<file path="src/rtl/ee465_mac_sequencer.sv">
// Two-term sum-of-products sequencer (A0*B0 [+ A1*B1]) built on one shared WxW multiplier.
// Define MACSEQ_PIPE_EN to register the product between the multiplier and the adder.
module ee465_mac_sequencer #(
   parameter int W  = 8,
   parameter int RW = 2*W+1
) (
   input  logic          iCLK,
   input  logic          iRST,
   input  logic          iSTART,
   input  logic          iSEL,
   input  logic [W-1:0]  iA0,
   input  logic [W-1:0]  iA1,
   input  logic [W-1:0]  iB0,
   input  logic [W-1:0]  iB1,
   output logic          oBUSY,
   output logic          oDONE,
   output logic [RW-1:0] oRESULT
);

`ifdef MACSEQ_PIPE_EN
   typedef enum logic [2:0] {IDLE, MUL0, PWAIT0, MUL1, PWAIT1} state_t;
`else
   typedef enum logic [1:0] {IDLE, MUL0, MUL1} state_t;
`endif

   state_t          state, next_state;
   logic [W-1:0]    a0_r, a1_r, b0_r, b1_r;
   logic            sel_r;
   logic [RW-1:0]   acc;
   logic [W-1:0]    mul_a, mul_b;
   logic [2*W-1:0]  prod;
   logic [RW-1:0]   prod_ext;
   logic [RW-1:0]   term;
   logic            load_ops, acc_load, res_load, res_sum, done_next;

   // Shared multiplier: second operand pair only while issuing the second product.
   assign mul_a    = (state == MUL1) ? a1_r : a0_r;
   assign mul_b    = (state == MUL1) ? b1_r : b0_r;
   assign prod     = mul_a * mul_b;
   assign prod_ext = RW'(prod);

`ifdef MACSEQ_PIPE_EN
   logic [RW-1:0] prod_p1;

   always_ff @(posedge iCLK or posedge iRST) begin
      if (iRST) prod_p1 <= '0;
      else      prod_p1 <= prod_ext;
   end

   assign term = prod_p1;
`else
   assign term = prod_ext;
`endif

   always_ff @(posedge iCLK or posedge iRST) begin
      if (iRST) begin
         state <= IDLE;
         oBUSY <= 1'b0;
         oDONE <= 1'b0;
      end else begin
         state <= next_state;
         oBUSY <= (next_state != IDLE);
         oDONE <= done_next;
      end
   end

   always_comb begin
      next_state = state;
      load_ops   = 1'b0;
      acc_load   = 1'b0;
      res_load   = 1'b0;
      res_sum    = 1'b0;
      done_next  = 1'b0;
      case (state)
         IDLE: begin
            if (iSTART) begin
               load_ops   = 1'b1;
               next_state = MUL0;
            end
         end
`ifdef MACSEQ_PIPE_EN
         MUL0:   next_state = PWAIT0;
         PWAIT0: begin
            acc_load = 1'b1;
            if (sel_r) begin
               next_state = MUL1;
            end else begin
               res_load   = 1'b1;
               done_next  = 1'b1;
               next_state = IDLE;
            end
         end
         MUL1:   next_state = PWAIT1;
         PWAIT1: begin
            res_load   = 1'b1;
            res_sum    = 1'b1;
            done_next  = 1'b1;
            next_state = IDLE;
         end
`else
         MUL0: begin
            acc_load = 1'b1;
            if (sel_r) begin
               next_state = MUL1;
            end else begin
               res_load   = 1'b1;
               done_next  = 1'b1;
               next_state = IDLE;
            end
         end
         MUL1: begin
            res_load   = 1'b1;
            res_sum    = 1'b1;
            done_next  = 1'b1;
            next_state = IDLE;
         end
`endif
         default: next_state = IDLE;
      endcase
   end

   // Operand capture, accumulator and result register.
   always_ff @(posedge iCLK or posedge iRST) begin
      if (iRST) begin
         a0_r    <= '0;
         a1_r    <= '0;
         b0_r    <= '0;
         b1_r    <= '0;
         sel_r   <= 1'b0;
         acc     <= '0;
         oRESULT <= '0;
      end else begin
         if (load_ops) begin
            a0_r  <= iA0;
            a1_r  <= iA1;
            b0_r  <= iB0;
            b1_r  <= iB1;
            sel_r <= iSEL;
         end
         if (acc_load) acc <= term;
         if (res_load) oRESULT <= res_sum ? (acc + term) : term;
      end
   end

endmodule

</file>
<file path="config.mk">
export PLATFORM = sky130hd
export DESIGN_NAME = ee465_mac_sequencer
export DESIGN_NICKNAME = d
export VERILOG_FILES = /design/src/rtl/ee465_mac_sequencer.sv
export SDC_FILE = /design/constraint.sdc
export NUM_CORES = 1
export LEC_CHECK = 0
export CAP_MARGIN = 0
export CORE_MARGIN = 2
export CORE_UTILIZATION = 45
export CTS_BUF_LIST = sky130_fd_sc_hd__clkbuf_8
export CTS_CLUSTER_DIAMETER = 120
export DETAILED_ROUTE_END_ITERATION = 12
export PLACE_DENSITY = 0.72
export REMOVE_ABC_BUFFERS = 1
export SYNTH_ARGS = -nofsm -noshare
export SYNTH_HDL_FRONTEND = slang
export SYNTH_SLANG_ARGS = --single-unit
</file>
<file path="constraint.sdc">
create_clock -name iCLK -period 8.83 [get_ports iCLK]
set_input_delay 2.649 -clock iCLK [delete_from_list [all_inputs] [get_ports iCLK]]
set_output_delay 2.649 -clock iCLK [all_outputs]
set_load 0.02 [all_outputs]
</file>
### Yosys cells after proc, flatten, opt, wreduce, memory -nomap -nowiden

Cells that the tools add are included.

| cells by class | value |
|---|---|
| multipliers | 1 |
| eq/ne operators | 2 |
| reduce and logical (&&, ||, !) cells | 2 |
| muxes and demuxes | 12 |
| $add $sub $neg | 1 |

Operators with widths:

| operator | number |
|---|---|
| $add 16x16->17 | 1 |
| $mux 17 | 1 |
| $mul 8x8->16 | 1 |
| $mux 8 | 2 |
| $mux 1 | 5 |
| $mux 2 | 2 |
| $pmux 2 s2 | 1 |
| $eq 2x1->1 const B | 1 |
| $eq 2x2->1 const B | 1 |
| $logic_not 2->1 | 1 |
| $pmux 1 s2 | 1 |
| $reduce_bool 2->1 | 1 |

| word-level totals | value |
|---|---|
| logic and storage cells | 28 |
| input bits | 36 |
| output and inout bits | 19 |
| bits in registers | 70 |

### Logic depth before layout (Yosys ltp)

Gate-level depths: netlist of the first run.

| depth | value |
|---|---|
| depth after elaboration | 5 |
| mapped depth | 29 |
| mapped depth without buffers | 27 |

### Worst setup path after synthesis of the first run

Ideal clock, no wire load.

| path | value |
|---|---|
| path kind | reg2reg |
| start | register state[0] |
| end | register oRESULT[15] |
| path slack | 2.311 ns |
| library setup time | 0.138 ns |
| data required time | 8.692 ns |
| data arrival time | 6.381 ns |
| stages on the path, launching flop included | 28 |
| buffers on the path | 2 |
| clock period less this slack | 6.519 ns |
| cells stage by stage | dfrtp_1 > inv_1 > ha_1 > clkbuf_1 > clkbuf_1 > mux2i_1 > nor2_1 > fa_1 > inv_1 > fa_1 > inv_1 > fa_1 > inv_1 > fa_1 > inv_1 > ha_1 > a2111o_1 > a31oi_1 > nor2_1 > a21oi_1 > xnor2_1 > ha_1 > o21ai_0 > nand2b_1 > a21o_1 > a31oi_1 > xor2_1 > o221ai_1 |

| between the ends | value |
|---|---|
| word-level cells in the longest chain between the ends | 5 |
| elaborated cells between the ends (all ways) | 9 |
| classes of those cells | 1 x add/sub; 1 x mul; 2 x eq/ne; 5 x mux |

Ends and longest elaborated chain:

| element | RTL line | source |
|---|---|---|
| start, declared | 26 | `state_t state, next_state;` |
| start signal, assigned | 61 | `state <= next_state;` |
| $eq 2x2->1 * | 37, 38 |  |
| $mux 8, on equally long branches | 37, 38 |  |
| $mul 8x8->16 * | 39 | `assign prod = mul_a * mul_b;` |
| net prod[11] | 31 | `logic [2*W-1:0] prod;` |
| $add 16x16->17 * | 141 | `if (res_load) oRESULT <= res_sum ? (acc + term) : term;` |
| $mux 17 * | 141 |  |
| end signal, assigned | 141 |  |
| end, declared | 17 | `output logic [RW-1:0] oRESULT` |

Mark *: on every way through the listed nets, which the timed path passes. The rest lies on a longest branch.
A chain may end at the register's enable or synchronous reset.

### Worst setup path after layout of the first run

Same ends and word-level chain as after synthesis.

==> results of run 1 <==
## cells in the final DEF, fill, tap and decap left out, drive strengths merged, types with 4 or more instances in the layout
master         netlist  routed
mux2i               19      19
a211oi               4       4
fa                  37      37
or2                 18      18
xor2                 8       8
clkdlybuf4s50        0      54
clkbuf               7      11
buf                  5       4
inv                 57      60
o21a                 4       4
nand2               28      28
a21oi               31      31
ha                  57      57
a21o                 8       8
mux2                47      47
dfrtp               70      70
a31oi                6       6
o21ai               22      22
xnor2               15      15
nor2                71      71
## kinds of logic after synthesis
| logic type | count (synthesis) |
|---|---|
| multiplexers | 66 |
| AO/OA/AOI/OAI | 91 |
| buffers and inverters | 70 |
| adder cells (fa/ha/maj) | 94 |
| flip-flops | 70 |
| XOR/XNOR | 23 |
| AND/OR/NAND/NOR | 125 |
## sequential cells by signal, indices dropped and copies added, names as in the netlist
name and flops:
a0_r 8, oDONE 1, state 2, oRESULT 17, a1_r 8, b0_r 8, sel_r 1, acc 16
oBUSY 1, b1_r 8
## final timing paths
kind                       slack, ns          end
max in group asynchronous       5.39   oRESULT[3]
max                             1.47  oRESULT[15]
max reg2reg                     1.47  oRESULT[15]
min                             0.48   oRESULT[4]
min in group asynchronous       2.87     state[0]
min reg2reg                     0.48   oRESULT[4]
## Yosys cell counts, types with 15 or more instances
cell type   n
xnor2_1    15
ha_1       57
nand2_1    28
inv_1      57
nor2_1     71
or2_2      18
fa_1       37
mux2i_1    19
mux2_2     47
o21ai_0    17
dfrtp_1    70
a21oi_1    29
## metrics by stage
| stage | hold WS [ns] | worst slack (ns) | utilization [%] |
|---|---|---|---|
| 4_1_cts | 0.488 | 1.44 | 53.4 |
| 3_5_place_dp | 0.472 | 1.52 | 52.0 |
| 2_1_floorplan | 0.471 | 1.87 | - |
| 6_report | 0.480 | 1.47 | 53.4 |
| 5_1_grt | 0.519 | 0.980 | 53.4 |
| 3_3_place_gp | 0.462 | 1.75 | 52.0 |
## worst max-delay path, cell delays in order (launching register included)
cell and delay (ns):
dfrtp_1 0.40, inv_1 0.09, ha_1 0.81, mux2i_1 0.76, nor2_1 0.16, fa_1 0.53, inv_1 0.05, fa_1 0.47
inv_1 0.06, fa_1 0.52, inv_1 0.05, fa_1 0.53, inv_1 0.04, ha_1 0.36, a2111o_1 0.39, a31oi_1 0.22
nor2_1 0.11, a21oi_1 0.18, xnor2_1 0.18, ha_1 0.33, o21ai_0 0.17, nand2b_1 0.12, a21o_1 0.19, a31oi_1 0.20
xor2_1 0.16, o221ai_1 0.14
## layer usage
metal	track usage, %	part of all wire [%]	up-vias
li1	-	-	1931
met2	30.6	49	73
met3	4.85	4.4	16
met1	23.0	45	1974
met4	5.86	1.6	0
met5	0	0	-
## final cells by class
class	instances	area (sq um)
well taps	147	184
clock inverters	4	16.3
flip-flops and latches	70	1750
repair buffers	58	571
fillers	1104	5600
multi-input cells	399	3520
inverters	58	218
clock buffers	11	151
==> impl_metrics.toml, run 1 <==
[detailed_routing]
wl_mm = 11.2
drtIter0Drc = 187
ant_nets = 0
num_vias = 3994
dr.pass1.iters = 4
drcViolationCount = 0
wl_per_cell_um = 15.0
vias_per_cell = 5.35

[placement]
numPortBuffers = 54
placed_area_sq_um = 6240
hpwl_mm = 8.79
dp.cells = 732
globalplace.congestion = 0.859

[logic_synthesis]
yosysSeqAreaShare_pct = 31.7
synth_top_area_share_pct = 31.7
yosysWarningCount = 0
synth-simple-area-share_pct = 9.63
synthCells = 539
synth_top_family_by_area = "adder cells"
synth.avg_cell_area_sq_um = 10.3
netlist_top_cells_area = "dfrtp_1 32%, fa_1 13%, ha_1 13%"
ys_ff_latch = 70
synth_compound_area_share_pct = 11.0
synth_flop_cell = "dfrtp_1"
synth_area_sq_um = 5530
synth-edff-count = 0
synth_fa_ha_area_share_pct = 26.3
yosys.area.top_type = "dfrtp_1"
async_reset_ff_share_pct = 100
synth_mux_area_share_pct = 13.0
synthXorXnorAreaFrac_pct = 3.64
ys_types = 42

[cells_and_area]
postLayoutCellArea_sq_um = 6410
final_cells = 747
fin_nets = 726
drive_gt1_share_pct = 15.0
syn_to_final_growth_pct = 15.8
antenna_cells = 0

[global_route]
grt_pass1_vias = 4141
grt_max_degree = 71
globalRouteOverflowTotal = 0
grt_pass1_wl_mm = 18.8
grtUsageTotal_pct = 18.2
antenna_found_initial = 0

[clock_network]
cts_buffers = 9
cts_resized = 0
cts_htree_levels = 3
cts_setup_buffers = 0
cts_root_buffer = "clkbuf_8"
cts_sinks = 70
clk_latency_ns = 0.37
cts_hold_buf = 0
clk_pin_slew_worst_paths_ns = 0.07
cts_tree = "built"
clock_path_buffers = 2

[hold_path]
min_from = "oRESULT[4]"
hold_class = "reg2reg"
hold_depth = 2

[die]
die_w_um = 115
die_area_sq_um = 13200
fp.dieH_um = 115
start_util_pct = 46.1
core_sq_um = 12000
io_pins = 55
rows = 40

[timing]
setup_tns_ns = 0
clock_skew_ns = 0.00601
post-route-min-period_ns = 7.36
finalSetupViolCount = 0
worst_pin_slew_ns = 0.987
fmax_mhz = 136
hold_violations = 0
relSlewSlack_pct = 34.2
min_period_over_period_pct = 83.3
rsz0062_at_grt = "no"
slew_violations = 0

[critical_path]
critPathKind = "reg2reg"
cp.required_ns = 9.06
cp-end-kind = "flop"
crit-reg2reg-launch = "state[0]"
timing.critical_path.from = "state[0]"
cp-start-kind = "flop"
reg2reg_depth = 25
path_max_fanout = 17
cp.arrival_ns = 7.59

[status]
status = "complete, no violations"

[job]
max_cap_violations = 0
Power of run 1 is not shown: default switching activity piles up to over one toggle a cycle in this logic, so the estimate is an artifact.
==> inputs of run 2 (changes only) <==
==> constraint.sdc (replaced) <==
create_clock -name iCLK -period 6.8 [get_ports iCLK]
set_input_delay 2.04 -clock iCLK [delete_from_list [all_inputs] [get_ports iCLK]]
set_output_delay 2.04 -clock iCLK [all_outputs]
set_load 0.02 [all_outputs]
==> run 2 against run 1 <==
Against the previous run: cell count up 2.7%; maximum frequency up 14%; first-iteration DRC count down 3.2%; sequential cell count unchanged; non-clock buffer count up 19; utilization up 1.7 points; cell area up 3.1%; via count up 2.4%; register-to-register slack worse by 1.1 ns; clock skew up 0.0083 ns; sequential share of layout area down 0.83 points.
==> impl_metrics.toml, run 2 (synthesis gave the netlist of run 1 again) <==
[die]
start_util_pct = 46.1
fp.dieH_um = 115
die_w_um = 115
rows = 40
io_pins = 55
die_area_sq_um = 13200
core_sq_um = 12000

[timing]
hold_violations = 0
min_period_over_period_pct = 95.1
slew_violations = 0
relSlewSlack_pct = 37.8
fmax_mhz = 155
finalSetupViolCount = 0
worst_pin_slew_ns = 0.933
rsz0062_at_grt = "no"
clock_skew_ns = 0.0143
post-route-min-period_ns = 6.47
setup_tns_ns = 0

[critical_path]
crit-reg2reg-launch = "state[0]"
cp.required_ns = 7.03
cp-end-kind = "flop"
rr_endpoint = "oRESULT[15]"
reg2reg_depth = 26
critPathKind = "reg2reg"
timing.critical_path.from = "state[0]"
endpoint = "oRESULT[15]"
cp-start-kind = "flop"
r2r_slack_ns = 0.33
cp.arrival_ns = 6.69
path_max_fanout = 15

[global_route]
globalRouteOverflowTotal = 0
grtUsageTotal_pct = 18.7
grt_pass1_vias = 4153
grt_pass1_wl_mm = 19.7
grt_max_degree = 71
antenna_found_initial = 0

[cells_and_area]
final_common_cell = "nor2_1"
final_cell_mix = "71 x nor2_1, 70 x dfrtp_1, 56 x inv_1, 56 x ha_1, 54 x clkdlybuf4s50_1"
antenna_cells = 0
final-seq-area_sq_um = 1750
largest_reg_flops = 17
final_cells = 767
postLayoutCellArea_sq_um = 6610
syn_to_final_growth_pct = 19.4
multiInputGateArea_sq_um = 3550
top_register = "oRESULT"
drive_gt1_share_pct = 19.0
top_regs = "oRESULT: 17 flops, acc: 16 flops"
n_fill_cell = 1065
fin_nets = 745

[detailed_routing]
ant_nets = 0
num_vias = 4091
vias_per_cell = 5.33
drtIter0Drc = 181
wl_mm = 11.4
wl_per_cell_um = 14.9
dr.pass1.iters = 6
drcViolationCount = 0

[clock_network]
cts_tree = "built"
cts_root_buffer = "clkbuf_8"
clk_pin_slew_worst_paths_ns = 0.08
clock_path_buffers = 2
clk_latency_ns = 0.36
cts_htree_levels = 3
cts_hold_buf = 0
cts_buffers = 9
cts_sinks = 70

[placement]
numPortBuffers = 54
hpwl_mm = 8.82
placed_area_sq_um = 6380
dp.cells = 749
globalplace.congestion = 0.869

[job]
max_cap_violations = 0

[status]
status = "complete, no violations"

[hold_path]
hold_class = "reg2reg"
==> run 2: layout make-up <==
type | instances | share of cell area (%)
multi-input combinational | 399 | 53.6
tap | 147 | 2.78
clock inverter | 5 | 0.511
clock buffer | 11 | 2.29
sequential | 70 | 26.5
timing repair buffer | 77 | 11.0
inverter | 58 | 3.29
==> run 2: what timing repair did <==
action,CTS,global route
resized for setup,0,7
buffers inserted,0,2
endpoints found under the setup margin,0,3
==> run 2: critical path, stage by stage, from the launching register on <==
cell and delay (ns):
dfrtp_1 0.40, inv_1 0.09, ha_1 0.22, buf_12 0.19
mux2i_2 0.29, buf_4 0.21, nor2_1 0.07, fa_1 0.43
fa_1 0.55, inv_1 0.05, fa_1 0.46, fa_1 0.54
inv_1 0.04, ha_1 0.35, o21ai_1 0.10, o21ai_1 0.21
a211oi_2 0.11, nor2_1 0.21, xor2_1 0.28, ha_1 0.32
a21oi_1 0.13, o21ai_0 0.17, a31oi_1 0.31, nand2_1 0.10
a31oi_1 0.20, xor2_1 0.17, o221ai_1 0.13
==> run 2: stage by stage <==
step | util (%) | hold slack [ns] | setup slack [ns]
floorplan | - | 0.471 | -0.155
global placement | 53.1 | 0.462 | 0.493
detailed placement | 53.1 | 0.473 | 0.283
CTS | 54.7 | 0.493 | 0.258
global route | 55.0 | 0.519 | 0.00787
finish | 55.0 | 0.484 | 0.334
==> run 2: worst min path at each step <==
stage | startpoint | endpoint | slack (ns) | cells past startpoint
after global placement | oRESULT[3] | oRESULT[3] | 0.46 | 2
after detailed placement | oRESULT[3] | oRESULT[3] | 0.47 | 2
after global routing | a0_r[4] | a0_r[4] | 0.52 | 1
final | oRESULT[4] | oRESULT[4] | 0.48 | 2
after CTS | oRESULT[3] | oRESULT[3] | 0.49 | 2
after floorplan | b0_r[0] | b0_r[0] | 0.47 | 1
==> run 2: metal layers <==
metal / GRT usage (%) / wire [um] / up-vias
met3: 3.64 / 567 / 12
li1: - / - / 1971
met4: 5.06 / 121 / 0
met1: 25.3 / 5140 / 2017
met5: 0 / 0 / -
met2: 30.7 / 5580 / 91
Power of run 2 is left out for the same reason.
==> inputs of run 3 (changes only) <==
--- a/config.mk
+++ b/config.mk
@@ -6,7 +6,6 @@
 export NUM_CORES = 1
 export LEC_CHECK = 0
 export CAP_MARGIN = 0
-export CORE_MARGIN = 2
 export CORE_UTILIZATION = 45
 export CTS_BUF_LIST = sky130_fd_sc_hd__clkbuf_8
 export CTS_CLUSTER_DIAMETER = 120
==> run 3 against run 2 <==
Against the previous run: register-to-register slack improved by 0.05 ns; routed wire length decreased by 0.83%; maximum frequency is 0.84% higher; critical endpoint unchanged; largest cell class unchanged.
==> impl_metrics.toml, run 3 (synthesis gave the netlist of run 1 again) <==
[status]
status = "complete, no violations"

[cells_and_area]
top_register = "oRESULT"
largest_reg_flops = 17
drive_gt1_share_pct = 18.7
top_regs = "oRESULT: 17 flops, acc: 16 flops"
final-seq-area_sq_um = 1750
postLayoutCellArea_sq_um = 6630
n_fill_cell = 1067
antenna_cells = 0
syn_to_final_growth_pct = 19.7
final_cell_mix = "71 x nor2_1, 70 x dfrtp_1, 59 x inv_1, 56 x ha_1, 54 x clkdlybuf4s50_1"
fin_nets = 744
final_common_cell = "nor2_1"
multiInputGateArea_sq_um = 3560

[clock_network]
cts_hold_buf = 0
cts_htree_levels = 3
cts_tree = "built"
clk_pin_slew_worst_paths_ns = 0.07
cts_root_buffer = "clkbuf_8"
cts_sinks = 70
clock_path_buffers = 2
cts_buffers = 9
clk_latency_ns = 0.36

[detailed_routing]
wl_mm = 11.3
drtIter0Drc = 147
dr.pass1.iters = 4
wl_per_cell_um = 14.8
drcViolationCount = 0
ant_nets = 0
num_vias = 4026
vias_per_cell = 5.26

[critical_path]
cp-end-kind = "flop"
cp.depth = 25
critical_path.top_delay_family = "adder cells"
timing.critical_path.from = "state[0]"
endpoint = "oRESULT[15]"
crit-reg2reg-launch = "state[0]"
cp-start-kind = "flop"
reg2reg_depth = 25
r2r_slack_ns = 0.39
path_buf_inv = 5
cp.arrival_ns = 6.65
rr_endpoint = "oRESULT[15]"
slowest_delay_ns = 0.55
path_max_fanout = 16
critPathKind = "reg2reg"
cp.required_ns = 7.03
cp_slowest_cell = "fa_1"

[timing]
post-route-min-period_ns = 6.41
slew_violations = 0
clock_skew_ns = 0.00950
min_period_over_period_pct = 94.3
fmax_mhz = 156
finalSetupViolCount = 0
worst_pin_slew_ns = 0.950
hold_violations = 0
relSlewSlack_pct = 36.7

[placement]
globalplace.congestion = 0.881
hpwl_mm = 8.93
numPortBuffers = 54
placed_area_sq_um = 6380

[die]
die_area_sq_um = 12700
io_pins = 55
rows = 40
fp.dieH_um = 113
start_util_pct = 46.1
die_w_um = 113
core_sq_um = 12000

[job]
max_cap_violations = 0

[global_route]
antenna_found_initial = 0
grt_pass1_vias = 4233
grtUsageTotal_pct = 19.7
grt_max_degree = 41
globalRouteOverflowTotal = 0
grt_pass1_wl_mm = 19.9

[hold_path]
hold_class = "reg2reg"
==> run 3: metrics by stage <==
stage	hold slack (ns)	util (%)	setup slack [ns]	setup TNS, ns	cells
2_1_floorplan	0.471	-	-0.155	-0.262	527
3_3_place_gp	0.462	53.1	0.426	0	749
3_5_place_dp	0.470	53.1	0.212	0	749
4_1_cts	0.488	54.7	0.163	0	765
5_1_grt	0.520	55.2	-0.0641	-0.0641	766
6_report	0.480	55.2	0.388	0	766
==> run 3: layout make-up <==
cell class,count,area share (%)
tap,147,2.78
clock buffer,10,2.08
inverter,58,3.29
sequential,70,26.4
timing repair buffer,76,10.8
multi-input combinational,399,53.8
clock inverter,6,0.831
==> run 3: worst min path at each step <==
stage	from	to	slack (ns)	cells past startpoint
2_1_floorplan	b0_r[0]	b0_r[0]	0.47	1
3_3_place_gp	oRESULT[1]	oRESULT[1]	0.46	2
3_5_place_dp	oRESULT[7]	oRESULT[7]	0.47	2
4_1_cts	oRESULT[7]	oRESULT[7]	0.49	2
5_1_grt	oRESULT[4]	oRESULT[4]	0.52	2
6_report	oRESULT[7]	oRESULT[7]	0.48	2
==> run 3: what timing repair did <==
item / CTS / global route
setup buffers: 0 / 1
gates resized for setup: 0 / 9
endpoints found under the setup margin: 0 / 3
hold endpoints to repair: 0 / 0
==> run 3: routing by layer <==
metal / wire [um] / vias up / GRT usage, %
li1: - / 1966 / -
met1: 5350 / 2002 / 26.7
met2: 5530 / 43 / 32.0
met3: 312 / 15 / 4.77
met4: 124 / 0 / 4.74
met5: 0 / - / 0
==> run 3: worst min-delay path, stage by stage, from the launching register on <==
cell	delay, ns
dfrtp_1	0.34
nand2_1	0.04
o21ai_0	0.06
Power of run 3 is left out for the same reason.
